<file path="src/rtl/bsg_cycle_delta_pkg.sv">
// Shared types for the cycle-delta reader: FSM states, buffer entry layout and its reset value.
package bsg_cycle_delta_pkg;

  localparam int unsigned cdr_width_lp = 16;

  typedef enum logic {
    UNPRIMED = 1'b0,
    PRIMED   = 1'b1
  } cdr_state_e;

  typedef struct packed {
    logic                    first;
    logic [cdr_width_lp-1:0] delta;
  } cdr_entry_s;

  localparam cdr_entry_s cdr_entry_reset_lp = '{first: 1'b0, delta: '0};

endpackage

</file>
<file path="src/rtl/bsg_cycle_delta_fifo.sv">
// Small power-of-two entry FIFO with registered full/empty; push and pop may coincide at any
// occupancy, including full (the popped slot is the one being refilled).
module bsg_cycle_delta_fifo #(
  parameter int width_p = 17,
  parameter int els_p   = 2
) (
  input  logic               clk_i,
  input  logic               reset_n_i,
  input  logic               push_i,
  input  logic [width_p-1:0] data_i,
  input  logic               pop_i,
  output logic               v_o,
  output logic [width_p-1:0] data_o,
  output logic               full_o
);

  localparam int ptr_lp = $clog2(els_p);

  logic [els_p-1:0][width_p-1:0] mem_q;
  logic [ptr_lp-1:0]             wptr_q, wptr_d, rptr_q, rptr_d, wptr_inc, rptr_inc;
  logic                          full_q, full_d, empty_q, empty_d;
  logic                          push, pop;

  assign pop      = pop_i & ~empty_q;
  assign push     = push_i & (~full_q | pop);
  assign wptr_inc = wptr_q + ptr_lp'(1);
  assign rptr_inc = rptr_q + ptr_lp'(1);

  always_comb begin
    wptr_d  = wptr_q;
    rptr_d  = rptr_q;
    full_d  = full_q;
    empty_d = empty_q;
    if (push) wptr_d = wptr_inc;
    if (pop)  rptr_d = rptr_inc;
    // Simultaneous push and pop leaves occupancy, and so both flags, unchanged.
    if (push && !pop) begin
      empty_d = 1'b0;
      full_d  = (wptr_inc == rptr_q);
    end else if (pop && !push) begin
      full_d  = 1'b0;
      empty_d = (rptr_inc == wptr_q);
    end
  end

  always_ff @(posedge clk_i) begin
    if (!reset_n_i) begin
      mem_q   <= '0;
      wptr_q  <= '0;
      rptr_q  <= '0;
      full_q  <= 1'b0;
      empty_q <= 1'b1;
    end else begin
      if (push) mem_q[wptr_q] <= data_i;
      wptr_q  <= wptr_d;
      rptr_q  <= rptr_d;
      full_q  <= full_d;
      empty_q <= empty_d;
    end
  end

  assign v_o    = ~empty_q;
  assign data_o = mem_q[rptr_q];
  assign full_o = full_q;

endmodule

</file>
<file path="src/rtl/bsg_cycle_delta_reader.sv">
// Timestamps event strobes against a free-running cycle counter and queues modular deltas.
// Optional saturating drop counter on drops_o when BSG_CYCLE_DELTA_READER_DROP_CTR_EN is defined.
module bsg_cycle_delta_reader
  import bsg_cycle_delta_pkg::*;
#(
  parameter int width_p      = 16,
  parameter int els_p        = 2,
  parameter int drop_width_p = 8
) (
  input  logic               clk_i,
  input  logic               reset_n_i,
  input  logic [width_p-1:0] ctr_i,
  input  logic               event_i,
  output logic               v_o,
  output logic [width_p-1:0] delta_o,
  output logic               first_o,
  input  logic               yumi_i
`ifdef BSG_CYCLE_DELTA_READER_DROP_CTR_EN
  ,
  output logic [drop_width_p-1:0] drops_o
`endif
);

  generate
    if (els_p < 2 || (els_p & (els_p - 1)) != 0) begin : g_bad_els
      $error("els_p must be a power of two >= 2");
    end
    if (drop_width_p < 1) begin : g_bad_drop
      $error("drop_width_p must be >= 1");
    end
  endgenerate

  cdr_state_e         state_q, state_d;
  logic [width_p-1:0] last_q, last_d;
  logic [width_p-1:0] push_delta;
  logic               full, pop, accept;

  // A pop in the same cycle frees the slot, so a full buffer can still accept.
  assign pop        = yumi_i & v_o;
  assign accept     = event_i & (~full | pop);
  assign push_delta = (state_q == PRIMED) ? (ctr_i - last_q) : ctr_i;

  always_comb begin
    state_d = state_q;
    last_d  = last_q;
    if (accept) begin
      state_d = PRIMED;
      last_d  = ctr_i;
    end
  end

  always_ff @(posedge clk_i) begin
    if (!reset_n_i) begin
      state_q <= UNPRIMED;
      last_q  <= '0;
    end else begin
      state_q <= state_d;
      last_q  <= last_d;
    end
  end

  bsg_cycle_delta_fifo #(
    .width_p(width_p + 1),
    .els_p  (els_p)
  ) fifo (
    .clk_i    (clk_i),
    .reset_n_i(reset_n_i),
    .push_i   (accept),
    .data_i   ({state_q == UNPRIMED, push_delta}),
    .pop_i    (pop),
    .v_o      (v_o),
    .data_o   ({first_o, delta_o}),
    .full_o   (full)
  );

`ifdef BSG_CYCLE_DELTA_READER_DROP_CTR_EN
  logic [drop_width_p-1:0] drops_q;

  always_ff @(posedge clk_i) begin
    if (!reset_n_i)
      drops_q <= '0;
    else if (event_i && !accept && drops_q != '1)
      drops_q <= drops_q + drop_width_p'(1);
  end

  assign drops_o = drops_q;
`endif

endmodule

</file>
<file path="config.mk">
export PLATFORM = sky130hd
export DESIGN_NAME = bsg_cycle_delta_reader
export DESIGN_NICKNAME = d
export VERILOG_FILES = /design/src/rtl/bsg_cycle_delta_pkg.sv /design/src/rtl/bsg_cycle_delta_fifo.sv /design/src/rtl/bsg_cycle_delta_reader.sv
export SDC_FILE = /design/constraint.sdc
export NUM_CORES = 1
export LEC_CHECK = 0
export BUFFER_PORTS_ARGS = -buffer_cell sky130_fd_sc_hd__buf_2
export CAP_MARGIN = 5
export CORE_MARGIN = 1.5
export CORE_UTILIZATION = 60
export CTS_BUF_LIST = sky130_fd_sc_hd__clkbuf_8
export CTS_CLUSTER_DIAMETER = 200
export DETAILED_ROUTE_END_ITERATION = 10
export GPL_TIMING_DRIVEN = 0
export PLACE_DENSITY = 0.88
export SYNTH_ARGS = -nofsm -noshare
export SYNTH_HDL_FRONTEND = slang
export SYNTH_SLANG_ARGS = --single-unit
</file>
<file path="constraint.sdc">
create_clock -name clk_i -period 2.6 [get_ports clk_i]
set_input_delay 0 -clock clk_i [delete_from_list [all_inputs] [get_ports clk_i]]
set_output_delay 0 -clock clk_i [all_outputs]
set_load 0.03 [all_outputs]
</file>
==> metrics.md <==
| Metric | Value |
|---|---|
| Initial antenna violation count | `0` |
| H-tree depth | `2` |
| Endpoints failing setup | `0` |
| Slew headroom | `0.556` |
| Fmax achieved | `407 MHz` |
| DRT iter0 DRCs | `207` |
| Clk pwr share | `0.269` |
| DR vias | `2882` |
| Maximum root-to-sink buffer count | `2` |
| Clock slew at reported path FFs | `0.10 ns` |
| GRT Overall Usage | `0.285` |
| CTS tree | `built` |
| Sw Share | `0.331` |
| Worst-Skew Late Latency | `0.31 ns` |
| Drc violations | `0` |
| Max-cap violations | `0` |
| Setup crit end kind | `flip-flop` |
| Yosys warnings | `0` |
| Initial core utilization | `0.638` |
| Final setup skew | `0.0105 ns` |
| Setup TNS Final | `0 ns` |
| Pins Over Slew Limit | `0` |
| CTS Buf Count | `5` |
| Ant diodes | `0` |
| Congestion Overflow GR | `0` |
| Routed Antenna Nets | `0` |
| Req. time, crit path | `2.79 ns` |
| Vias in the first global route | `2779` |
| Worst-path fanout max | `4` |
| FP Rows | `25` |
| Final worst path period share | `0.945` |
| Ports | `38` |
| Worst Path Arrival | `2.64 ns` |
| IO Port Bufs | `37` |
| P_leak | `1.55 nW` |
| Overall routed net length | `7.70 mm` |
| DR vias/cell | `5.79` |
| Hpwl dp | `5.56 mm` |
| # clock sinks | `55` |
| Die Height | `74.6 µm` |
| Syn Nets | `407` |
| Syn Std Cell Area | `3070 µm²` |
| Critical path class | `reg -> reg` |
| Gpl congestion | `0.886` |
| Area growth syn-to-layout | `17.6%` |
| Design Power | `2.15 mW` |
| Worst Hold Class | `in -> reg` |
| VDD IR-drop max | `317 µV` |
| Syn Inst Count | `370` |
| Sequential share of power | `0.438` |
| Die W | `74.6 µm` |
| Largest net degree at the start of global routing | `18` |
| Mapped Avg Cell Area | `8.30 µm²` |
| Hold slack | `0.186 ns` |
| Postcts setup bufs | `0` |
| Final count of hold timing violations | `0` |
| Die area | `5560 µm²` |
| Total Nets Final | `467` |
| Root buf cell | `clkbuf_8` |
| First-pass GRT wire length | `12.1 mm` |
| Core area | `4820 µm²` |
| Critical Path Source Type | `flip-flop` |
| Net Switching | `711 µW` |
| Pint | `1.44 mW` |
| Pre-antenna DRT Iters | `4` |
| Combinational power share | `0.293` |
| Register bit total from synthesis | `55` |
| RSZ-0062 raised after global routing | `no` |
| Status | `complete, no violations` |
| WL/cell | `15.5 µm` |
| Proportion of synthesized chip area in sequential cells | `0.358` |
| Worst slew pin tran | `0.664 ns` |
| Fin crit period | `2.46 ns` |
| Pwr dens | `595 nW/µm²` |
| Layout cells sized above 1 | `0.151` |
| Library cells used by synthesis | `40` |
## through the flow
stage	utilization	area (µm²)	setup WS [ns]	cells
final	0.750	3610	0.144	498
after global placement	0.694	3340	0.166	474
after detailed placement	0.694	3340	0.0617	474
after global routing	0.750	3610	0.0237	498
after floorplan	-	3070	0.519	370
after CTS	0.750	3610	0.155	498
## critical path: stages, from the launching register on
cell	delay, ns
dfxtp_1	0.34
inv_1	0.05
ha_1	0.32
nor2b_1	0.16
o211ai_1	0.36
a21oi_1	0.16
a221o_1	0.37
xor2_1	0.15
mux2i_1	0.29
o21ai_0	0.13
## path summary, 6_finish.rpt
check,from,slack (ns),endpoint,cells after the start
hold reg to reg,fifo.mem_q[31]$_SDFFE_PN0P_,0.46,fifo.mem_q[31]$_SDFFE_PN0P_,1
setup / recovery,last_q[2]$_SDFFE_PN0P_,0.14,fifo.mem_q[29]$_SDFFE_PN0P_,9
hold / removal,yumi_i,0.19,fifo.rptr_q$_SDFFE_PN0P_,4
setup reg to reg,last_q[2]$_SDFFE_PN0P_,0.14,fifo.mem_q[29]$_SDFFE_PN0P_,9
## cells in the final DEF, fill, tap and decap left out, types with 2 or more instances in the layout
master	count
a211oi_1	2
a21boi_0	17
a21o_1	3
a21oi_1	21
a21oi_2	2
a221o_1	2
a22oi_1	3
a31oi_1	5
and2_1	5
buf_2	38
clkbuf_1	18
clkbuf_8	5
dfxtp_1	55
dlygate4sd3_1	16
ha_1	16
inv_1	21
mux2_2	17
mux2i_1	11
nand2_1	70
nand2b_1	4
nand3_1	3
nand4_1	3
nor2_1	10
nor2b_1	3
o211a_1	5
o211ai_1	8
o21a_1	2
o21ai_0	31
o21ai_1	4
or3_1	3
xnor2_1	7
xor2_1	8
## cell type report
| cell class | instances | area, µm² |
|---|---|---|
| multi-input cells | 275 | 1820 |
| fillers | 388 | 1200 |
| flip-flops and latches | 55 | 1100 |
| repair buffers | 53 | 345 |
| well taps | 67 | 83.8 |
| plain buffers | 20 | 76.3 |
| inverters | 20 | 75.1 |
| clock buffers | 5 | 68.8 |
| clock inverters | 3 | 42.5 |
## logic make-up after synthesis
kind of cell / Yosys count / synth area share
multiplexers: 29 / 0.103
flip-flops: 55 / 0.358
adder cells (fa/ha/maj): 17 / 0.0717
AND/OR/NAND/NOR: 105 / 0.149
AO/OA/AOI/OAI: 109 / 0.226
buffers and inverters: 40 / 0.0489
XOR/XNOR: 15 / 0.0428
## flip-flops by register name, indices dropped and copies added (netlist names)
signal	flops
fifo.rptr_q	1
fifo.wptr_q	1
state_q	1
last_q	16
fifo.empty_q	1
fifo.full_o	1
fifo.mem_q	34
## power groups by stage
stage / registers (mW) / clock network, mW / logic (mW)
finish: 0.941 / 0.577 / 0.631
global route: 0.947 / 0.604 / 0.691
CTS: 0.940 / 0.577 / 0.624
detailed placement: 0.959 / 0 / 0.600
global placement: 0.953 / 0 / 0.582
floorplan: 0.948 / 0 / 0.450
## metal layers
layer  wire [µm]  share of wire  up-vias  track usage
met5           0              0        -            0
met4         189          0.025        0        0.133
met3         426          0.055       21       0.0623
met2        3890           0.51       98        0.493
met1        3200           0.41     1358        0.337
li1            -              -     1405            -
## Yosys cell counts (all sizes together)
| master | number | area share |
|---|---|---|
| a211oi | 2 | 0.0049 |
| a21boi | 18 | 0.044 |
| a21o | 3 | 0.0073 |
| a21oi | 23 | 0.040 |
| a221o | 2 | 0.0065 |
| a22oi | 3 | 0.0073 |
| a31oi | 5 | 0.010 |
| and2 | 5 | 0.010 |
| buf | 2 | 0.0024 |
| clkbuf | 18 | 0.022 |
| dfxtp | 55 | 0.36 |
| fa | 1 | 0.0065 |
| ha | 16 | 0.065 |
| inv | 20 | 0.024 |
| mux2 | 18 | 0.067 |
| mux2i | 11 | 0.036 |
| nand2 | 70 | 0.086 |
| nand2b | 4 | 0.0081 |
| nand3 | 3 | 0.0049 |
| nand3b | 1 | 0.0024 |
| nand4 | 3 | 0.0061 |
| nand4b | 1 | 0.0029 |
| nor2 | 10 | 0.012 |
| nor2b | 3 | 0.0061 |
| nor3 | 1 | 0.0016 |
| nor3b | 1 | 0.0024 |
| o211a | 5 | 0.016 |
| o211ai | 8 | 0.020 |
| o21a | 2 | 0.0049 |
| o21ai | 35 | 0.057 |
| o2bb2ai | 1 | 0.0029 |
| o311ai | 1 | 0.0029 |
| o41ai | 1 | 0.0029 |
| or3 | 3 | 0.0061 |
| xnor2 | 7 | 0.020 |
| xor2 | 8 | 0.023 |
## repair_timing
| action | CTS | global route |
|---|---|---|
| setup endpoints to repair | 1 | 0 |
| gates resized for setup | 1 | 0 |
| hold buffers | 16 | 0 |
| hold endpoints to repair | 18 | 0 |
No activity file was read; power rests on OpenSTA's default activity.
